`config.mk`:
```
export PLATFORM = sky130hd
export DESIGN_NAME = cache_mem_arbiter_flat
export DESIGN_NICKNAME = d
export VERILOG_FILES = /design/src/rtl/cache_mem_arbiter_pkg.sv /design/src/rtl/cache_mem_arbiter_if.sv /design/src/rtl/cache_mem_arbiter_rr_arbiter2.sv /design/src/rtl/cache_mem_arbiter.sv /design/src/flat_wrapper.sv
export SDC_FILE = /design/constraint.sdc
export NUM_CORES = 1
export LEC_CHECK = 0
export CAP_MARGIN = 20
export CORE_AREA = 10 10 216 218
export CTS_CLUSTER_DIAMETER = 60
export CTS_CLUSTER_SIZE = 28
export DETAILED_ROUTE_END_ITERATION = 7
export DIE_AREA = 0 0 226 228
export PLACE_DENSITY = 0.51
export SLEW_MARGIN = 20
export SYNTH_ARGS = -nofsm -noshare
export SYNTH_HDL_FRONTEND = slang
export SYNTH_SLANG_ARGS = --single-unit
```
`constraint.sdc`:
```
create_clock -name clk -period 3.05 [get_ports clk]
set_input_delay 0.305 -clock clk [delete_from_list [all_inputs] [get_ports clk]]
set_output_delay 0.305 -clock clk [all_outputs]
set_load 0.1 [all_outputs]
```
`src/rtl/cache_mem_arbiter_pkg.sv`:
```
// Shared types and constants for the cache/memory arbiter: FSM state
// encoding, bus-owner encoding, access size codes and the latched
// request record that is presented to memory.
package cache_mem_arbiter_pkg;

    typedef enum logic [1:0] {
        ST_IDLE = 2'd0,
        ST_ADDR = 2'd1,
        ST_DATA = 2'd2
    } state_t;

    typedef enum logic [1:0] {
        OWN_NONE   = 2'd0,
        OWN_ICACHE = 2'd1,
        OWN_DCACHE = 2'd2
    } owner_t;

    localparam logic [1:0] SIZE_BYTE = 2'd0;
    localparam logic [1:0] SIZE_HALF = 2'd1;
    localparam logic [1:0] SIZE_WORD = 2'd2;

    // Bit positions of the one-hot grant produced by the round-robin picker.
    localparam int GNT_ICACHE = 0;
    localparam int GNT_DCACHE = 1;

    // Fields held stable towards memory for the whole address phase.
    typedef struct packed {
        logic        wr;
        logic [1:0]  size;
        logic [3:0]  wstrb;
        logic [31:0] addr;
        logic [31:0] dout;
    } mem_req_t;

    // The Icache only ever issues full-word line reads, so everything but
    // the address is fixed.
    function automatic mem_req_t make_icache_req(input logic [31:0] addr);
        mem_req_t r;
        r       = '0;
        r.wr    = 1'b0;
        r.size  = SIZE_WORD;
        r.wstrb = 4'b0000;
        r.addr  = addr;
        r.dout  = 32'h0000_0000;
        return r;
    endfunction

    function automatic mem_req_t make_dcache_req(input logic        wr,
                                                 input logic [1:0]  size,
                                                 input logic [3:0]  wstrb,
                                                 input logic [31:0] addr,
                                                 input logic [31:0] dout);
        mem_req_t r;
        r.wr    = wr;
        r.size  = size;
        r.wstrb = wstrb;
        r.addr  = addr;
        r.dout  = dout;
        return r;
    endfunction

endpackage

```
`src/rtl/cache_mem_arbiter_if.sv`:
```
// Bundle of every handshake and bus signal between the two caches, the
// arbiter and the memory. The slave view belongs to the arbiter, the
// master view to whatever surrounds it (caches plus memory).
interface cache_mem_arbiter_if #(
    parameter int offset_width = 2
);
    localparam int LINE_W = 32 << offset_width;

    // Icache side
    logic              icache_mem_req;
    logic [31:0]       icache_mem_addr;
    logic              mem_icache_addrOK;
    logic              mem_icache_dataOK;
    logic [LINE_W-1:0] mem_icache_din;

    // Dcache side
    logic              dcache_mem_req;
    logic              dcache_mem_wr;
    logic [1:0]        dcache_mem_size;
    logic [3:0]        dcache_mem_wstrb;
    logic [31:0]       dcache_mem_addr;
    logic [31:0]       dcache_mem_dout;
    logic              mem_dcache_addrOK;
    logic              mem_dcache_dataOK;
    logic [LINE_W-1:0] mem_dcache_din;

    // Memory side
    logic              arb_mem_req;
    logic              arb_mem_wr;
    logic [1:0]        arb_mem_size;
    logic [3:0]        arb_mem_wstrb;
    logic [31:0]       arb_mem_addr;
    logic [31:0]       arb_mem_dout;
    logic              mem_arb_addrOK;
    logic              mem_arb_dataOK;
    logic [LINE_W-1:0] mem_arb_din;

    modport slave (
        input  icache_mem_req, icache_mem_addr,
        output mem_icache_addrOK, mem_icache_dataOK, mem_icache_din,
        input  dcache_mem_req, dcache_mem_wr, dcache_mem_size,
        input  dcache_mem_wstrb, dcache_mem_addr, dcache_mem_dout,
        output mem_dcache_addrOK, mem_dcache_dataOK, mem_dcache_din,
        output arb_mem_req, arb_mem_wr, arb_mem_size,
        output arb_mem_wstrb, arb_mem_addr, arb_mem_dout,
        input  mem_arb_addrOK, mem_arb_dataOK, mem_arb_din
    );

    modport master (
        output icache_mem_req, icache_mem_addr,
        input  mem_icache_addrOK, mem_icache_dataOK, mem_icache_din,
        output dcache_mem_req, dcache_mem_wr, dcache_mem_size,
        output dcache_mem_wstrb, dcache_mem_addr, dcache_mem_dout,
        input  mem_dcache_addrOK, mem_dcache_dataOK, mem_dcache_din,
        input  arb_mem_req, arb_mem_wr, arb_mem_size,
        input  arb_mem_wstrb, arb_mem_addr, arb_mem_dout,
        output mem_arb_addrOK, mem_arb_dataOK, mem_arb_din
    );

endinterface

```
`src/rtl/cache_mem_arbiter_rr_arbiter2.sv`:
```
// Two-way round-robin picker. Purely combinational: when both requesters
// are active the one that was not served last wins; a lone requester
// always wins regardless of history.
module rr_arbiter2
    import cache_mem_arbiter_pkg::*;
(
    input  logic       req_icache,
    input  logic       req_dcache,
    input  logic       last_dcache,   // 1 = Dcache was granted most recently
    output logic [1:0] grant          // one-hot, see GNT_ICACHE / GNT_DCACHE
);

    // Pick at most one winner from the current requests and history.
    always_comb begin
        grant = 2'b00;
        if (req_icache && req_dcache) begin
            if (last_dcache) begin
                grant[GNT_ICACHE] = 1'b1;
            end else begin
                grant[GNT_DCACHE] = 1'b1;
            end
        end else if (req_dcache) begin
            grant[GNT_DCACHE] = 1'b1;
        end else if (req_icache) begin
            grant[GNT_ICACHE] = 1'b1;
        end else begin
            grant = 2'b00;
        end
    end

endmodule

```
`src/rtl/cache_mem_arbiter.sv`:
```
// Shares one memory port between an Icache (line reads) and a Dcache (line
// reads and word writes). One transaction at a time: grant in IDLE, hold
// the request towards memory in ADDR, wait for the data handshake in DATA.
module cache_mem_arbiter
    import cache_mem_arbiter_pkg::*;
#(
    parameter int offset_width = 2
) (
    input  logic              clk,
    input  logic              rst,
    cache_mem_arbiter_if.slave bus
);

    localparam int LINE_W = 32 << offset_width;

    state_t      state_r;
    owner_t      owner_r;
    logic        last_dcache_r;
    logic        arb_req_r;
    mem_req_t    req_r;

    logic [1:0]        grant_s;
    logic              can_grant_s;
    logic              data_done_s;
    logic [LINE_W-1:0] line_s;

    rr_arbiter2 u_rr (
        .req_icache  (bus.icache_mem_req),
        .req_dcache  (bus.dcache_mem_req),
        .last_dcache (last_dcache_r),
        .grant       (grant_s)
    );

    // Grants and completions are suppressed while reset is held so that
    // every handshake output reads 0 during reset.
    assign can_grant_s = (state_r == ST_IDLE) && !rst;
    assign data_done_s = (state_r == ST_DATA) && bus.mem_arb_dataOK && !rst;

    // Accept pulses coincide with the IDLE cycle in which the grant is made.
    assign bus.mem_icache_addrOK = can_grant_s && grant_s[GNT_ICACHE];
    assign bus.mem_dcache_addrOK = can_grant_s && grant_s[GNT_DCACHE];

    // Completion is forwarded in the same cycle memory reports it.
    assign bus.mem_icache_dataOK = data_done_s && (owner_r == OWN_ICACHE);
    assign bus.mem_dcache_dataOK = data_done_s && (owner_r == OWN_DCACHE);

    // Returned line goes to both caches unconditionally; dataOK qualifies it.
    assign line_s             = bus.mem_arb_din;
    assign bus.mem_icache_din = line_s;
    assign bus.mem_dcache_din = line_s;

    // Memory request fields come straight from registers.
    assign bus.arb_mem_req   = arb_req_r;
    assign bus.arb_mem_wr    = req_r.wr;
    assign bus.arb_mem_size  = req_r.size;
    assign bus.arb_mem_wstrb = req_r.wstrb;
    assign bus.arb_mem_addr  = req_r.addr;
    assign bus.arb_mem_dout  = req_r.dout;

    // Transaction FSM: grant and latch in IDLE, address phase, data phase.
    always_ff @(posedge clk) begin
        if (rst) begin
            state_r       <= ST_IDLE;
            owner_r       <= OWN_NONE;
            last_dcache_r <= 1'b0;
            arb_req_r     <= 1'b0;
            req_r         <= '0;
        end else begin
            case (state_r)
                ST_IDLE: begin
                    if (grant_s[GNT_DCACHE]) begin
                        req_r         <= make_dcache_req(bus.dcache_mem_wr,
                                                         bus.dcache_mem_size,
                                                         bus.dcache_mem_wstrb,
                                                         bus.dcache_mem_addr,
                                                         bus.dcache_mem_dout);
                        owner_r       <= OWN_DCACHE;
                        last_dcache_r <= 1'b1;
                        arb_req_r     <= 1'b1;
                        state_r       <= ST_ADDR;
                    end else if (grant_s[GNT_ICACHE]) begin
                        req_r         <= make_icache_req(bus.icache_mem_addr);
                        owner_r       <= OWN_ICACHE;
                        last_dcache_r <= 1'b0;
                        arb_req_r     <= 1'b1;
                        state_r       <= ST_ADDR;
                    end else begin
                        arb_req_r     <= 1'b0;
                        state_r       <= ST_IDLE;
                    end
                end
                ST_ADDR: begin
                    // A dataOK arriving together with addrOK is not a
                    // completion; the real one follows in DATA.
                    if (bus.mem_arb_addrOK) begin
                        arb_req_r <= 1'b0;
                        state_r   <= ST_DATA;
                    end else begin
                        arb_req_r <= 1'b1;
                        state_r   <= ST_ADDR;
                    end
                end
                ST_DATA: begin
                    if (bus.mem_arb_dataOK) begin
                        owner_r <= OWN_NONE;
                        state_r <= ST_IDLE;
                    end else begin
                        state_r <= ST_DATA;
                    end
                end
                default: begin
                    owner_r   <= OWN_NONE;
                    arb_req_r <= 1'b0;
                    state_r   <= ST_IDLE;
                end
            endcase
        end
    end

endmodule
```
`src/flat_wrapper.sv`:
```
// flat-port wrapper written by rule: the top's interface ports become plain ports
module cache_mem_arbiter_flat import cache_mem_arbiter_pkg::*;
#(
    parameter int offset_width = 2
)
  (clk, rst, bus_icache_mem_req, bus_icache_mem_addr, bus_mem_icache_addrOK, bus_mem_icache_dataOK, bus_mem_icache_din, bus_dcache_mem_req, bus_dcache_mem_wr, bus_dcache_mem_size, bus_dcache_mem_wstrb, bus_dcache_mem_addr, bus_dcache_mem_dout, bus_mem_dcache_addrOK, bus_mem_dcache_dataOK, bus_mem_dcache_din, bus_arb_mem_req, bus_arb_mem_wr, bus_arb_mem_size, bus_arb_mem_wstrb, bus_arb_mem_addr, bus_arb_mem_dout, bus_mem_arb_addrOK, bus_mem_arb_dataOK, bus_mem_arb_din);
  cache_mem_arbiter_if #(.offset_width(offset_width)) bus_i ();
  input  logic clk;
  input  logic rst;
  input wire logic [$bits(bus_i.icache_mem_req)-1:0] bus_icache_mem_req;
  input wire logic [$bits(bus_i.icache_mem_addr)-1:0] bus_icache_mem_addr;
  output wire logic [$bits(bus_i.mem_icache_addrOK)-1:0] bus_mem_icache_addrOK;
  output wire logic [$bits(bus_i.mem_icache_dataOK)-1:0] bus_mem_icache_dataOK;
  output wire logic [$bits(bus_i.mem_icache_din)-1:0] bus_mem_icache_din;
  input wire logic [$bits(bus_i.dcache_mem_req)-1:0] bus_dcache_mem_req;
  input wire logic [$bits(bus_i.dcache_mem_wr)-1:0] bus_dcache_mem_wr;
  input wire logic [$bits(bus_i.dcache_mem_size)-1:0] bus_dcache_mem_size;
  input wire logic [$bits(bus_i.dcache_mem_wstrb)-1:0] bus_dcache_mem_wstrb;
  input wire logic [$bits(bus_i.dcache_mem_addr)-1:0] bus_dcache_mem_addr;
  input wire logic [$bits(bus_i.dcache_mem_dout)-1:0] bus_dcache_mem_dout;
  output wire logic [$bits(bus_i.mem_dcache_addrOK)-1:0] bus_mem_dcache_addrOK;
  output wire logic [$bits(bus_i.mem_dcache_dataOK)-1:0] bus_mem_dcache_dataOK;
  output wire logic [$bits(bus_i.mem_dcache_din)-1:0] bus_mem_dcache_din;
  output wire logic [$bits(bus_i.arb_mem_req)-1:0] bus_arb_mem_req;
  output wire logic [$bits(bus_i.arb_mem_wr)-1:0] bus_arb_mem_wr;
  output wire logic [$bits(bus_i.arb_mem_size)-1:0] bus_arb_mem_size;
  output wire logic [$bits(bus_i.arb_mem_wstrb)-1:0] bus_arb_mem_wstrb;
  output wire logic [$bits(bus_i.arb_mem_addr)-1:0] bus_arb_mem_addr;
  output wire logic [$bits(bus_i.arb_mem_dout)-1:0] bus_arb_mem_dout;
  input wire logic [$bits(bus_i.mem_arb_addrOK)-1:0] bus_mem_arb_addrOK;
  input wire logic [$bits(bus_i.mem_arb_dataOK)-1:0] bus_mem_arb_dataOK;
  input wire logic [$bits(bus_i.mem_arb_din)-1:0] bus_mem_arb_din;
  assign bus_i.icache_mem_req = bus_icache_mem_req;
  assign bus_i.icache_mem_addr = bus_icache_mem_addr;
  assign bus_mem_icache_addrOK = bus_i.mem_icache_addrOK;
  assign bus_mem_icache_dataOK = bus_i.mem_icache_dataOK;
  assign bus_mem_icache_din = bus_i.mem_icache_din;
  assign bus_i.dcache_mem_req = bus_dcache_mem_req;
  assign bus_i.dcache_mem_wr = bus_dcache_mem_wr;
  assign bus_i.dcache_mem_size = bus_dcache_mem_size;
  assign bus_i.dcache_mem_wstrb = bus_dcache_mem_wstrb;
  assign bus_i.dcache_mem_addr = bus_dcache_mem_addr;
  assign bus_i.dcache_mem_dout = bus_dcache_mem_dout;
  assign bus_mem_dcache_addrOK = bus_i.mem_dcache_addrOK;
  assign bus_mem_dcache_dataOK = bus_i.mem_dcache_dataOK;
  assign bus_mem_dcache_din = bus_i.mem_dcache_din;
  assign bus_arb_mem_req = bus_i.arb_mem_req;
  assign bus_arb_mem_wr = bus_i.arb_mem_wr;
  assign bus_arb_mem_size = bus_i.arb_mem_size;
  assign bus_arb_mem_wstrb = bus_i.arb_mem_wstrb;
  assign bus_arb_mem_addr = bus_i.arb_mem_addr;
  assign bus_arb_mem_dout = bus_i.arb_mem_dout;
  assign bus_i.mem_arb_addrOK = bus_mem_arb_addrOK;
  assign bus_i.mem_arb_dataOK = bus_mem_arb_dataOK;
  assign bus_i.mem_arb_din = bus_mem_arb_din;
  cache_mem_arbiter #(.offset_width(offset_width)) u_core (.clk(clk), .rst(rst), .bus(bus_i));
endmodule
```
Yosys cells after proc, flatten, opt, wreduce, memory -nomap -nowiden
Cells that the tools add are included. Widths: inputs -> output; s select.

Register bits after elaboration: 77. Output and inout port bits: 332. Word-level logic and storage cells: 52.

Bitwise operators: 1. Reduce and logical (&&, ||, !) cells: 13. Multiplexer cells: 23. Equal/unequal tests: 6.

Operators by type and width (number): $mux 71 (2); $mux 2 (7); $pmux 2 s3 (2); $mux 1 (11); $logic_and 1x1->1 (8); $eq 2x1->1 const B (2); $eq 2x2->1 const B (2); $ne 3x1->1 const B (1); $pmux 1 s3 (1); $reduce_and 3->1 (1); $logic_not 2->1 (1); $ne 2x2->1 const B (1); $reduce_and 2->1 (1); $reduce_bool 2->1 (1); $logic_not 1->1 (1); $not 1->1 (1).

Logic depth before layout (Yosys ltp)
Gate-level depths: netlist of run 1.

Depth in word-level cells: 6. Depth in mapped cells: 6. Mapped depth without buffers: 3.

By module
Synthesis of run 1 repeated with hierarchy kept, for this count alone.

Cell total of the unflattened synthesis: 532. Area total of the unflattened synthesis: 5077.4 µm².

Modules (own cells, without submodules): cache_mem_arbiter (cells an instance 529, area an instance 5058.6 µm², instances 1); rr_arbiter2 (cells an instance 3, area an instance 18.8 µm², instances 1).

Worst setup path after synthesis of run 1
OpenSTA, ideal clock, no wires.

Kind: register -> output. From: register u_core.state_r[0]. To: output port bus_mem_icache_dataOK. Arrival: 2.792 ns. Stages on the path, launching flop included: 4. Setup slack: -0.047 ns. Path through: dfxtp_1 -> nor2_1 -> nand3_1 -> nor3b_1.

Word-level cells in the longest chain between the ends: 4.

Ends and longest elaborated chain: start: declaration (line cache_mem_arbiter.sv:16) `state_t state_r;`; start signal: assignment (line cache_mem_arbiter.sv:63) `state_r <= ST_IDLE;`; start signal: assignment (line cache_mem_arbiter.sv:80) `state_r <= ST_ADDR;`; start signal: assignment (line cache_mem_arbiter.sv:86) `state_r <= ST_ADDR;`; $eq 2x2->1 (line cache_mem_arbiter.sv:37) `assign data_done_s = (state_r == ST_DATA) && bus.mem_arb_dataOK && !rst;`; $logic_and 1x1->1 (2 in a row) (line cache_mem_arbiter.sv:37); $logic_and 1x1->1 (line cache_mem_arbiter.sv:44) `assign bus.mem_icache_dataOK = data_done_s && (owner_r == OWN_ICACHE);`; end: declaration (line flat_wrapper.sv:13) `output wire logic [$bits(bus_i.mem_icache_dataOK)-1:0] bus_mem_icache_dataOK;`.

Every way passes these cells.

Worst setup path in the final report of run 1
From: input port bus_icache_mem_req. To: output port bus_mem_icache_addrOK.

Word-level cells in the longest chain between the ends: 4. Elaborated cells between the ends (all ways): 5. Those cells by class: mux: 3; reduce/logical: 2.

Ends and longest elaborated chain: start: declaration (line flat_wrapper.sv:10) `input wire logic [$bits(bus_i.icache_mem_req)-1:0] bus_icache_mem_req;`; $mux 1 (line cache_mem_arbiter_rr_arbiter2.sv:24) `end else if (req_icache) begin`; $mux 1 (line cache_mem_arbiter_rr_arbiter2.sv:22) `end else if (req_dcache) begin`; $mux 2 (*) (line cache_mem_arbiter_rr_arbiter2.sv:16) `if (req_icache && req_dcache) begin`; $logic_and 1x1->1 (*) (line cache_mem_arbiter.sv:40) `assign bus.mem_icache_addrOK = can_grant_s && grant_s[GNT_ICACHE];`; end: declaration (line flat_wrapper.sv:12) `output wire logic [$bits(bus_i.mem_icache_addrOK)-1:0] bus_mem_icache_addrOK;`.

Mark *: on every way between the ends. The rest lies on a longest branch, timed or not.

==> metrics.md, run 1 <==
| Metric | Value |
|---|---|
| Status | `complete, no violations` |
| Crit path launch type | `input pin` |
| Mapped Nets | `800` |
| Hold path start | `u_core.bus.arb_mem_dout[7]` |
| I/O Buffers | `184` |
| Final core utilization | `between 10% and 20%` |
| Initial drt markers | `110` |
| Clock power share | `31.5%` |
| Static leakage | `2.01 nW` |
| Worst skew pair latency | `between 300 and 400 ps` |
| Least-Margin Pin Slew | `between 1000 and 1500 ps` |
| Layout Nets | `716` |
| Max Fclk | `0.435 GHz` |
| Hold WS | `~470 ps` |
| Worst Setup End Kind | `output port` |
| CTS Hold Bufs | `0` |
| GRT Total Usage | `7.52%` |
| ANT nets after route | `0` |
| Hold Path Cell Cnt | `1` |
| Dpl cell area | `5310 um^2` |
| Worst VDD drop | `roughly 270 uV` |
| H-tree depth | `3` |
| Cell variety after synth | `28` |
| Yosys top cell by area | `buf_4` |
| R2R depth | `4` |
| HP Class | `register to register` |
| Grt total ovfl | `0` |
| Clk_skew | `8.21 ps` |
| Mean Syn Cell Area | `slightly below 9 um^2` |
| Crit path from | `bus_icache_mem_req` |
| Predominant post-synthesis flop cell | `dfxtp_1` |
| Comb pwr share | `a little over a third` |
| Crit-path cells | `clkdlybuf4s50_1, o21ba_2, nand3_1, nor2_1, buf_12` |
| Mapped Cells | `approximately 560` |
| Clk slew on worst S/H paths | `approximately 60 ps` |
| Root buf cell | `clkbuf_16` |
| WP buf/inv | `2` |
| Minimum clock period | `2300 ps` |
| Avg WL per Cell | `19.7 um` |
| Post-synth EDFFs | `0` |
| Reg2reg start | `u_core.state_r[0]` |
| Initial antenna violation count | `2` |
| Die Wd | `226 um` |
| CP max FO | `13` |
| Post-CTS Setup Inserts | `0` |
| Fillers | `~4.8k` |
| Yosys reg bits | `77` |
| Share of cells above drive strength 1 | `14.3%` |
| Register area share after synthesis | `a little under a third` |
| Placed instance count | `1014` |
| Slew headroom | `32.7%` |
| Non-filler cells, final | `1031` |
| Initial core utilization | `between 10 and 15%` |
| CTS tree | `done` |
| Power per cell area | `approximately 640 nW/um^2` |
| Via density | `3.31` |
| Internal | `2.03 mW` |
| Post-route cell area | `about 5600 um^2` |
| Drt total wl | `approximately 20000 um` |
| First-pass GRT wire length | `27200 um` |
| RR Endpoint | `u_core.bus.arb_mem_addr[22]` |
| Number of global-route vias before repair | `approximately 3.6k` |
| CP arrival | `1990 ps` |
| Total Neg Setup Slack | `0 ps` |
| Synth top area share | `39.9%` |
| Final setup violation count | `0` |
| Deepest clock path buffer count | `2` |
| DRC viols | `0` |
| Core Box Area | `42500 um^2` |
| Vias | `3411` |
| Period utilisation layout | `75.3%` |
| RSZ-0062 raised after global routing | `no` |
| Psw | `1.54 mW` |
| Max Cap Viol | `0` |
| R2R Setup Slk | `1090 ps` |
| Critical Path RT | `~2700 ps` |
| YS warnings | `0` |
| RePlAce Congestion | `about 0.76` |
| Cell Area, Synth | `approximately 4900 um^2` |
| Largest net degree at the start of global routing | `40` |
| Cell Rows | `76` |
| Async set-or-reset flop fraction in the synthesized netlist | `0%` |
| Worst Hold End | `u_core.bus.arb_mem_dout[7]` |
| Number of detailed-route iterations in the first pass | `4` |
| Pins Over Slew Limit | `0` |
| CTS Buf Count | `9` |
| Die Area | `between 50000 and 60000 um^2` |
| Resized cells post-CTS | `0` |
| Critical-path top delay cell | `clkdlybuf4s50_1` |
| Flop pwr share | `32.5%` |
| Top cells by area, synth | `buf_4 40%, dfxtp_1 32%, a22o_1 6.8%` |
| Chip height | `approximately 230 um` |
| Critical Path Max Stage Delay | `590 ps` |
| CP Class | `input pin to output port` |
| Fraction of power spent switching nets | `43.0%` |
| CTS sink cnt | `77` |
| CP top delay family | `buffers and inverters` |
| Ports | `569` |
| Detailed Place HPWL | `15700 um` |
| Synthesis-to-layout area growth | `15.0%` |
| Final hold violations | `0` |
state kept, by name, summed over array words and instances, names as in the netlist:
register and cells:
u_core.bus.arb_mem_addr 32, u_core.bus.arb_mem_dout 32, u_core.bus.arb_mem_req 1, u_core.bus.arb_mem_size 2, u_core.bus.arb_mem_wr 1, u_core.bus.arb_mem_wstrb 4, u_core.last_dcache_r 1, u_core.owner_r 2
u_core.state_r 2
Yosys cell counts, drive strengths merged, types with 2 or more instances:
master,count
a21oi,37
a22o,38
a311oi,32
buf,283
clkbuf,5
dfxtp,77
inv,3
nand2,64
nand3,4
nor2,3
nor3b,4
o211ai,2
final cells by class:
cell class | count | area (um^2) | share of cell area (%)
Antenna cell | 1 | 2.50 | 0.0447
Clock buffer | 9 | 225 | 4.02
Clock inverter | 7 | 67.6 | 1.21
Inverter | 3 | 11.3 | 0.201
Multi-Input combinational cell | 195 | 1230 | 22.0
Sequential cell | 77 | 1540 | 27.5
Tap cell | 546 | 683 | 12.2
Timing Repair Buffer | 193 | 1840 | 32.8
worst max path at each step:
stage | slack, ps | depth (start not counted) | end
after floorplan | -50 | 3 | bus_mem_icache_dataOK
after global placement | 590 | 5 | u_core.bus.arb_mem_addr[17]
after detailed placement | 610 | 5 | u_core.bus.arb_mem_addr[22]
after CTS | 700 | 5 | bus_mem_icache_addrOK
after global routing | 630 | 5 | bus_mem_icache_addrOK
final | 750 | 5 | bus_mem_icache_addrOK
kinds of logic (layout without fill, tap and decap cells):
logic type	count (synthesis)	after routing	share of synthesized area (%)
buf+inv	291	212	43.4
compound gates	117	117	18.4
simple gates	78	78	6.55
flops	77	77	31.6
other cells	0	1	0
through the flow:
stage / power, mW / setup slack, ps
after CTS: 3.66 / 696
after global placement: 2.48 / 589
after global routing: 3.74 / 627
after detailed placement: 2.48 / 607
final: 3.57 / 753
after floorplan: 3.64 / -46.6
power by group through the flow:
stage | Sequential [mW] | Combinational [mW] | Clock, mW
CTS | 1.16 | 1.30 | 1.20
global route | 1.17 | 1.34 | 1.22
global placement | 1.18 | 1.30 | 0
finish | 1.16 | 1.29 | 1.12
detailed placement | 1.18 | 1.30 | 0
floorplan | 1.81 | 1.83 | 0
metal layers:
metal	global-route usage (%)	up-vias	share of wire (%)
met1	6.85	1523	34
li1	-	1483	-
met3	5.27	85	16
met2	12.0	318	46
met4	4.45	2	4.5
met5	0.684	-	0.24
placed cells by master (no fill, tap or decap), drive strengths merged:
| cell type | Yosys | final |
|---|---|---|
| o21bai | 1 | 1 |
| o211ai | 2 | 2 |
| and3 | 1 | 1 |
| nor2 | 3 | 3 |
| a21bo | 1 | 1 |
| diode | 0 | 1 |
| nand3 | 4 | 4 |
| buf | 283 | 46 |
| o221a | 1 | 1 |
| dfxtp | 77 | 77 |
| a21oi | 37 | 37 |
| a21o | 1 | 1 |
| a22o | 38 | 38 |
| nor3b | 4 | 4 |
| clkbuf | 5 | 9 |
| o21ba | 1 | 1 |
| nor3 | 1 | 1 |
| a311oi | 32 | 32 |
| clkdlybuf4s50 | 0 | 147 |
| clkinv | 0 | 3 |
| clkinvlp | 0 | 1 |
| inv | 3 | 6 |
| o31a | 1 | 1 |
| nand2 | 64 | 64 |
| a21boi | 1 | 1 |
| o21ai | 1 | 1 |
| or3 | 1 | 1 |
Power figures use the tool's default switching activity.
==> run 2, diff against run 1 <==
--- a/config.mk
+++ b/config.mk
@@ -6,12 +6,12 @@
 export NUM_CORES = 1
 export LEC_CHECK = 0
 export CAP_MARGIN = 20
-export CORE_AREA = 10 10 216 218
+export CORE_AREA = 10 10 211 213
 export CTS_CLUSTER_DIAMETER = 60
 export CTS_CLUSTER_SIZE = 28
 export DETAILED_ROUTE_END_ITERATION = 7
-export DIE_AREA = 0 0 226 228
-export PLACE_DENSITY = 0.51
+export DIE_AREA = 0 0 221 223
+export PLACE_DENSITY = 0.53
 export SLEW_MARGIN = 20
 export SYNTH_ARGS = -nofsm -noshare
 export SYNTH_HDL_FRONTEND = slang
==> constraint.sdc (replaced) <==
create_clock -name clk -period 2.4 [get_ports clk]
set_input_delay 0.24 -clock clk [delete_from_list [all_inputs] [get_ports clk]]
set_output_delay 0.24 -clock clk [all_outputs]
set_load 0.1 [all_outputs]
==> run 2 against run 1 <==
Against the previous run: total power is 30% higher; first-iteration DRC count grew 76%; worst hold slack worse by 63 ps; cell area down 0.51%; utilization rose by 0.63 points.
==> metrics.md, run 2 (synthesis results as in run 1) <==
| Metric | Value |
|---|---|
| Status | `complete, no violations` |
| Fraction of power spent switching nets | `42.1% (-0.93 points)` |
| CP top delay family | `flip-flops` |
| Pins Over Slew Limit | `0 (unchanged)` |
| Clk_skew | `20.9 ps (+12.7 ps)` |
| Critical Path RT | `2160 ps (-580 ps)` |
| CTS tree | `done` |
| WP buf/inv | `2 (unchanged)` |
| Post-CTS Setup Inserts | `0 (unchanged)` |
| Initial antenna violation count | `1 (-1)` |
| Drt total wl | `20500 um (+1.1%)` |
| Layout Nets | `718 (+0.28%)` |
| Most frequent cells in the layout | `107 x clkdlybuf4s50_1, 81 x buf_4, 77 x dfxtp_1, 64 x nand2_1, 38 x a22o_1` |
| ANT nets after route | `0 (unchanged)` |
| Deepest clock path buffer count | `2 (unchanged)` |
| DRC viols | `0 (unchanged)` |
| Static leakage | `2.11 nW (+5.2%)` |
| Fillers | `4620 (-4.5%)` |
| CTS Buf Count | `9 (unchanged)` |
| Ports | `569 (unchanged)` |
| Clk slew on worst S/H paths | `80 ps (+20 ps)` |
| Minimum clock period | `between 2000 and 2500 ps` |
| HP Class | `input pin to register` |
| First-pass GRT wire length | `27900 um (+2.8%)` |
| Core Box Area | `40400 um^2 (-5.0%)` |
| Die Wd | `221 um (-2.2%)` |
| Resized cells post-CTS | `0 (unchanged)` |
| CTS Hold Bufs | `0 (unchanged)` |
| Cell Rows | `74 (-2.6%)` |
| Crit path launch type | `register` |
| CP Class | `register to output port` |
| Chip height | `223 um (-2.2%)` |
| Critical Path Max Stage Delay | `390 ps (-200 ps)` |
| H-tree depth | `3 (unchanged)` |
| Largest net degree at the start of global routing | `41 (+2.5%)` |
| Die Area | `49300 um^2 (-4.4%)` |
| R2R Setup Slk | `570 ps (-520 ps)` |
| Most common cell after layout, fill and taps aside | `clkdlybuf4s50_1` |
| Worst VDD drop | `248 uV (-7.0%)` |
| Critical-path top delay cell | `dfxtp_1` |
| CP arrival | `1770 ps (-220 ps)` |
| Psw | `1.95 mW (+27%)` |
| Final setup margin | `386 ps (-367 ps)` |
| Comb pwr share | `35.0% (-1.0 points)` |
| Synthesis-to-layout area growth | `14.4%` |
| Power per cell area | `832 nW/um^2 (+31%)` |
| Post-route cell area | `5570 um^2 (-0.51%)` |
| Grt total ovfl | `0 (unchanged)` |
| Max Cap Viol | `0 (unchanged)` |
| RSZ-0062 raised after global routing | `no` |
| Initial core utilization | `12.1% (+0.61 points)` |
| CP max FO | `9 (-4)` |
| CTS sink cnt | `77 (unchanged)` |
| RR Endpoint | `u_core.bus.arb_mem_dout[25]` |
| Share of cells above drive strength 1 | `22.8% (+8.6 points)` |
| Pre-CTS WS | `218 ps (-389 ps)` |
| Worst Setup End Kind | `output port` |
| Initial drt markers | `194 (+76%)` |
| Number of global-route vias before repair | `3512 (-2.6%)` |
| Crit-path cells | `o21ba_2, buf_4, nand3_1, nor2_2, buf_12` |
| Hold path start | `rst` |
| Internal | `2.68 mW (+32%)` |
| Final setup violation count | `0 (unchanged)` |
| RePlAce Congestion | `0.719 (-5.4%)` |
| I/O Buffers | `184 (unchanged)` |
| Clock power share | `33.3% (+1.8 points)` |
| Root buf cell | `clkbuf_16` |
| Crit path from | `u_core.state_r[0]` |
| Worst skew pair latency | `380 ps (about the same)` |
| Via density | `3.35 (+1.2%)` |
| Vias | `3415 (+0.12%)` |
| Max Fclk | `0.497 GHz` |
| Worst Hold End | `u_core.bus.arb_mem_dout[3]` |
| Hold Path Cell Cnt | `3 (+2)` |
| Slew headroom | `31.4% (-1.3 points)` |
| Dpl cell area | `5260 um^2 (-0.94%)` |
| Least-Margin Pin Slew | `1030 ps (+20.5 ps)` |
| Flop pwr share | `31.7% (-0.8 points)` |
| Reg2reg start | `u_core.state_r[0]` |
| Number of detailed-route iterations in the first pass | `4 (unchanged)` |
| Final hold violations | `0 (unchanged)` |
| Avg WL per Cell | `20.1 um (+2.2%)` |
| Period utilisation layout | `83.9%` |
| Detailed Place HPWL | `16100 um (+2.5%)` |
| GRT Total Usage | `8.00% (+0.48 points)` |
| R2R depth | `3 (-1)` |
## run 2: per-layer routing
| metal | GRT usage, % | part of all wire, % | up-vias | wire length (um) |
|---|---|---|---|---|
| li1 | - | - | 1492 | - |
| met1 | 7.34 | 34 | 1477 | 6920 |
| met2 | 12.6 | 47 | 369 | 9620 |
| met3 | 6.62 | 16 | 77 | 3250 |
| met4 | 3.62 | 3.5 | 0 | 722 |
| met5 | 0.302 | 0 | - | 0 |
## run 2: tightest hold or removal path, cell delays in order
cell     delay, ps
buf_2          130
a21oi_4        150
a22o_1         220
## run 2: power groups by stage
stage	registers [mW]	clock network, mW	logic (mW)
after global routing	1.49	1.69	1.70
after detailed placement	1.50	0	1.65
after CTS	1.47	1.65	1.65
after floorplan	2.30	0	2.33
final	1.47	1.54	1.62
after global placement	1.50	0	1.64
## run 2: through the flow
stage | power (mW) | std cells | util, % | hold slack [ps] | setup TNS [ps]
2_1_floorplan | 4.63 | 563 | - | 373 | -1250
3_3_place_gp | 3.14 | 1002 | 13.0 | 458 | 0
3_5_place_dp | 3.15 | 1002 | 13.0 | 459 | 0
4_1_cts | 4.77 | 1018 | 13.8 | 373 | 0
5_1_grt | 4.87 | 1018 | 13.8 | 391 | 0
6_report | 4.64 | 1020 | 13.8 | 412 | 0
## run 2: final cells by class
class                      count  area [um^2]  area share, %
multi-input combinational    195         1230           22.1
clock buffer                   9          225           4.04
inverter                       3         11.3          0.202
antenna                        2         5.00         0.0898
sequential                    77         1540           27.7
clock inverter                 7         86.3           1.55
tap                          532          666           11.9
timing repair buffer         195         1800           32.4
## run 2: worst max-delay path by stage
stage	to	depth (start not counted)	slack, ps
6_report	bus_mem_icache_addrOK	5	390
5_1_grt	bus_mem_icache_addrOK	5	240
4_1_cts	bus_mem_icache_addrOK	5	310
3_5_place_dp	u_core.bus.arb_mem_dout[25]	4	220
3_3_place_gp	u_core.bus.arb_mem_dout[25]	4	270
2_1_floorplan	bus_mem_icache_dataOK	3	-630
==> run 3, diff against run 2 <==
--- a/config.mk
+++ b/config.mk
@@ -11,7 +11,7 @@
 export CTS_CLUSTER_SIZE = 28
 export DETAILED_ROUTE_END_ITERATION = 7
 export DIE_AREA = 0 0 221 223
-export PLACE_DENSITY = 0.53
+export PLACE_DENSITY = 0.54
 export SLEW_MARGIN = 20
 export SYNTH_ARGS = -nofsm -noshare
 export SYNTH_HDL_FRONTEND = slang
==> constraint.sdc (replaced) <==
create_clock -name clk -period 1.7 [get_ports clk]
set_input_delay 0.17 -clock clk [delete_from_list [all_inputs] [get_ports clk]]
set_output_delay 0.17 -clock clk [all_outputs]
set_load 0.1 [all_outputs]
==> run 3 against run 2 <==
Against the previous run: combinational power up 51%; critical endpoint unchanged; global-route usage up 0.55 points; first-iteration DRC count down 14%; utilization up 0.87 points; clock skew down 13 ps; setup slack worse by 330 ps; worst hold slack worse by 73 ps; critical path depth unchanged; cell area up 6.3%; critical path type is now input pin to output port; flip-flop and latch count unchanged.
==> metrics.md, run 3 (synthesis results as in run 1) <==
| Metric | Value |
|---|---|
| Hold path start | `rst` |
| Internal | `3.90 mW (+45%)` |
| Ports | `569 (unchanged)` |
| RSZ-0062 raised after global routing | `yes` |
| CP max FO | `4 (-5)` |
| R2R Setup Slk | `210 ps (-360 ps)` |
| Clk slew on worst S/H paths | `60 ps (-20 ps)` |
| Die Wd | `221 um (unchanged)` |
| Max Cap Viol | `0 (unchanged)` |
| Initial core utilization | `12.1% (unchanged)` |
| Max Fclk | `approximately 0.6 GHz` |
| Worst skew pair latency | `370 ps (about the same)` |
| Initial drt markers | `167 (-14%)` |
| Flop pwr share | `31.9% (+0.2 points)` |
| GR Layer Usage met2 | `13.7% (+1.1 points)` |
| Final hold violations | `0 (unchanged)` |
| Grt met1 use | `7.46% (+0.12 points)` |
| Crit path from | `bus_icache_mem_req` |
| Reg2reg start | `u_core.state_r[0]` |
| Slew headroom | `73.9% (+42 points)` |
| CP arrival | `1480 ps (-290 ps)` |
| CP Class | `input pin to output port` |
| Non-filler cells, final | `1031 (+1.1%)` |
| RR Endpoint | `u_core.bus.arb_mem_addr[7]` |
| Placed instance count | `1011 (+0.90%)` |
| GRT Total Usage | `8.55% (+0.55 points)` |
| CTS Buf Count | `9 (unchanged)` |
| HP Class | `input pin to register` |
| Cell Rows | `74 (unchanged)` |
| Core Box Area | `40400 um^2 (unchanged)` |
| Vias | `3486 (+2.1%)` |
| Worst Hold End | `u_core.owner_r[0]` |
| Clock power share | `30.8% (-2.5 points)` |
| Static leakage | `2.23 nW (+5.5%)` |
| Final setup violation count | `0 (unchanged)` |
| Share of cells above drive strength 1 | `25.9% (+3.1 points)` |
| Chip height | `223 um (unchanged)` |
| Least-Margin Pin Slew | `392 ps (-635 ps)` |
| Period utilisation layout | `96.8%` |
| Die Area | `49300 um^2 (unchanged)` |
| RePlAce Congestion | `0.710 (-1.3%)` |
| Drt total wl | `21800 um (+6.1%)` |
| Number of detailed-route iterations in the first pass | `5 (+1)` |
| Pins Over Slew Limit | `0 (unchanged)` |
| Most common cell after layout, fill and taps aside | `clkdlybuf4s50_1` |
| Clk_skew | `8.15 ps (-12.7 ps)` |
| Worst Setup End Kind | `output port` |
| Busiest grt layer | `met2` |
| Layout Nets | `730 (+1.7%)` |
| Psw | `2.69 mW (+38%)` |
| Via density | `3.38 (+0.99%)` |
| Fillers | `4585 (-0.76%)` |
| Power per cell area | `1110 nW/um^2 (+34%)` |
| Status | `complete, no violations` |
| CTS sink cnt | `77 (unchanged)` |
| Final core utilization | `14.7% (+0.87 points)` |
| R2R depth | `5 (+2)` |
| Initial antenna violation count | `3 (+2)` |
| Power Total | `6.59 mW (+42%)` |
| Number of global-route vias before repair | `3646 (+3.8%)` |
| CTS tree | `done` |
| Comb pwr share | `37.2% (+2.2 points)` |
| First-pass GRT wire length | `30000 um (+7.6%)` |
| Critical Path RT | `1530 ps (-630 ps)` |
| Worst VDD drop | `352 uV (+42%)` |
| Deepest clock path buffer count | `2 (unchanged)` |
| Root buf cell | `clkbuf_16` |
| DRC viols | `0 (unchanged)` |
| ANT nets after route | `0 (unchanged)` |
| Largest net degree at the start of global routing | `40 (-2.4%)` |
| I/O Buffers | `184 (unchanged)` |
| Met3 usage | `6.67% (+0.052 points)` |
| Crit path launch type | `input pin` |
| Most frequent cells in the layout | `107 x clkdlybuf4s50_1, 76 x buf_4, 75 x dfxtp_1, 64 x nand2_1, 38 x a22o_1` |
| Avg WL per Cell | `21.1 um (+4.9%)` |
| CTS Hold Bufs | `0 (unchanged)` |
| Hold WS | `338 ps (-73.3 ps)` |
| Grt total ovfl | `0 (unchanged)` |
| Minimum clock period | `around 1600 ps` |
| Hold Path Cell Cnt | `3 (unchanged)` |
| H-tree depth | `3 (unchanged)` |
| Synthesis-to-layout area growth | `21.6%` |
| Fraction of power spent switching nets | `40.8% (-1.3 points)` |
| Detailed Place HPWL | `17600 um (+9.4%)` |
==> run 3: changes by cell type in the layout (fill, tap and decap cells not counted), sizes merged <==
cell	delta
inv	-4
clkinv	+1
buf	+12
clkinvlp	+1
diode	-1
clkbuf	+2
==> run 3: area by class of cell <==
type,count,area (um^2),share of cell area [%]
repair buffers,207,2110,35.6
flip-flops and latches,77,1550,26.1
multi-input cells,195,1300,21.9
well taps,532,666,11.2
clock buffers,11,233,3.93
clock inverters,5,58.8,0.993
inverters,3,11.3,0.190
diodes,1,2.50,0.0422
==> run 3: power groups by stage <==
stage	registers [mW]	logic, mW	clock network, mW
after floorplan	3.25	3.29	0
after global placement	2.14	2.44	0
after detailed placement	2.14	2.45	0
after CTS	2.11	2.47	2.15
after global routing	2.13	2.56	2.22
final	2.10	2.45	2.03
==> run 3: worst max-delay path by stage <==
stage	cells past startpoint	slack, ps	end
5_1_grt	4	-10	bus_mem_icache_dataOK
3_3_place_gp	6	-60	u_core.bus.arb_mem_addr[14]
6_report	5	50	bus_mem_icache_addrOK
3_5_place_dp	6	-100	u_core.bus.arb_mem_addr[6]
2_1_floorplan	3	-310	bus_mem_icache_dataOK
4_1_cts	4	0.6	bus_mem_dcache_dataOK
==> run 3: critical path, stage by stage <==
cell and delay, ps:
clkdlybuf4s50_1 610, a21bo_4 220, nand3_1 150, nor2_4 140, buf_12 180
==> run 3: metrics by stage <==
stage | setup TNS (ps) | worst slack [ps] | instance area, um^2
6_report | 0 | 53.6 | 5920
5_1_grt | -10.7 | -10.7 | 5920
4_1_cts | 0 | 0.573 | 5890
3_5_place_dp | -2520 | -96.9 | 5550
3_3_place_gp | -1200 | -62.1 | 5550
2_1_floorplan | -593 | -308 | 4890
==> run 3: repair_timing <==
item                       4_1_cts  5_1_grt
setup endpoints to repair        4        4
pin swaps                        1        3
resized for setup               10        4
setup buffers                    1        2
==> run 3: per-layer routing <==
layer	wire (um)	vias to the layer above	share of wire, %
met5	27	-	0.12
met4	1010	4	4.6
met3	3500	82	16
met2	10400	378	48
met1	6850	1513	32
li1	-	1509	-
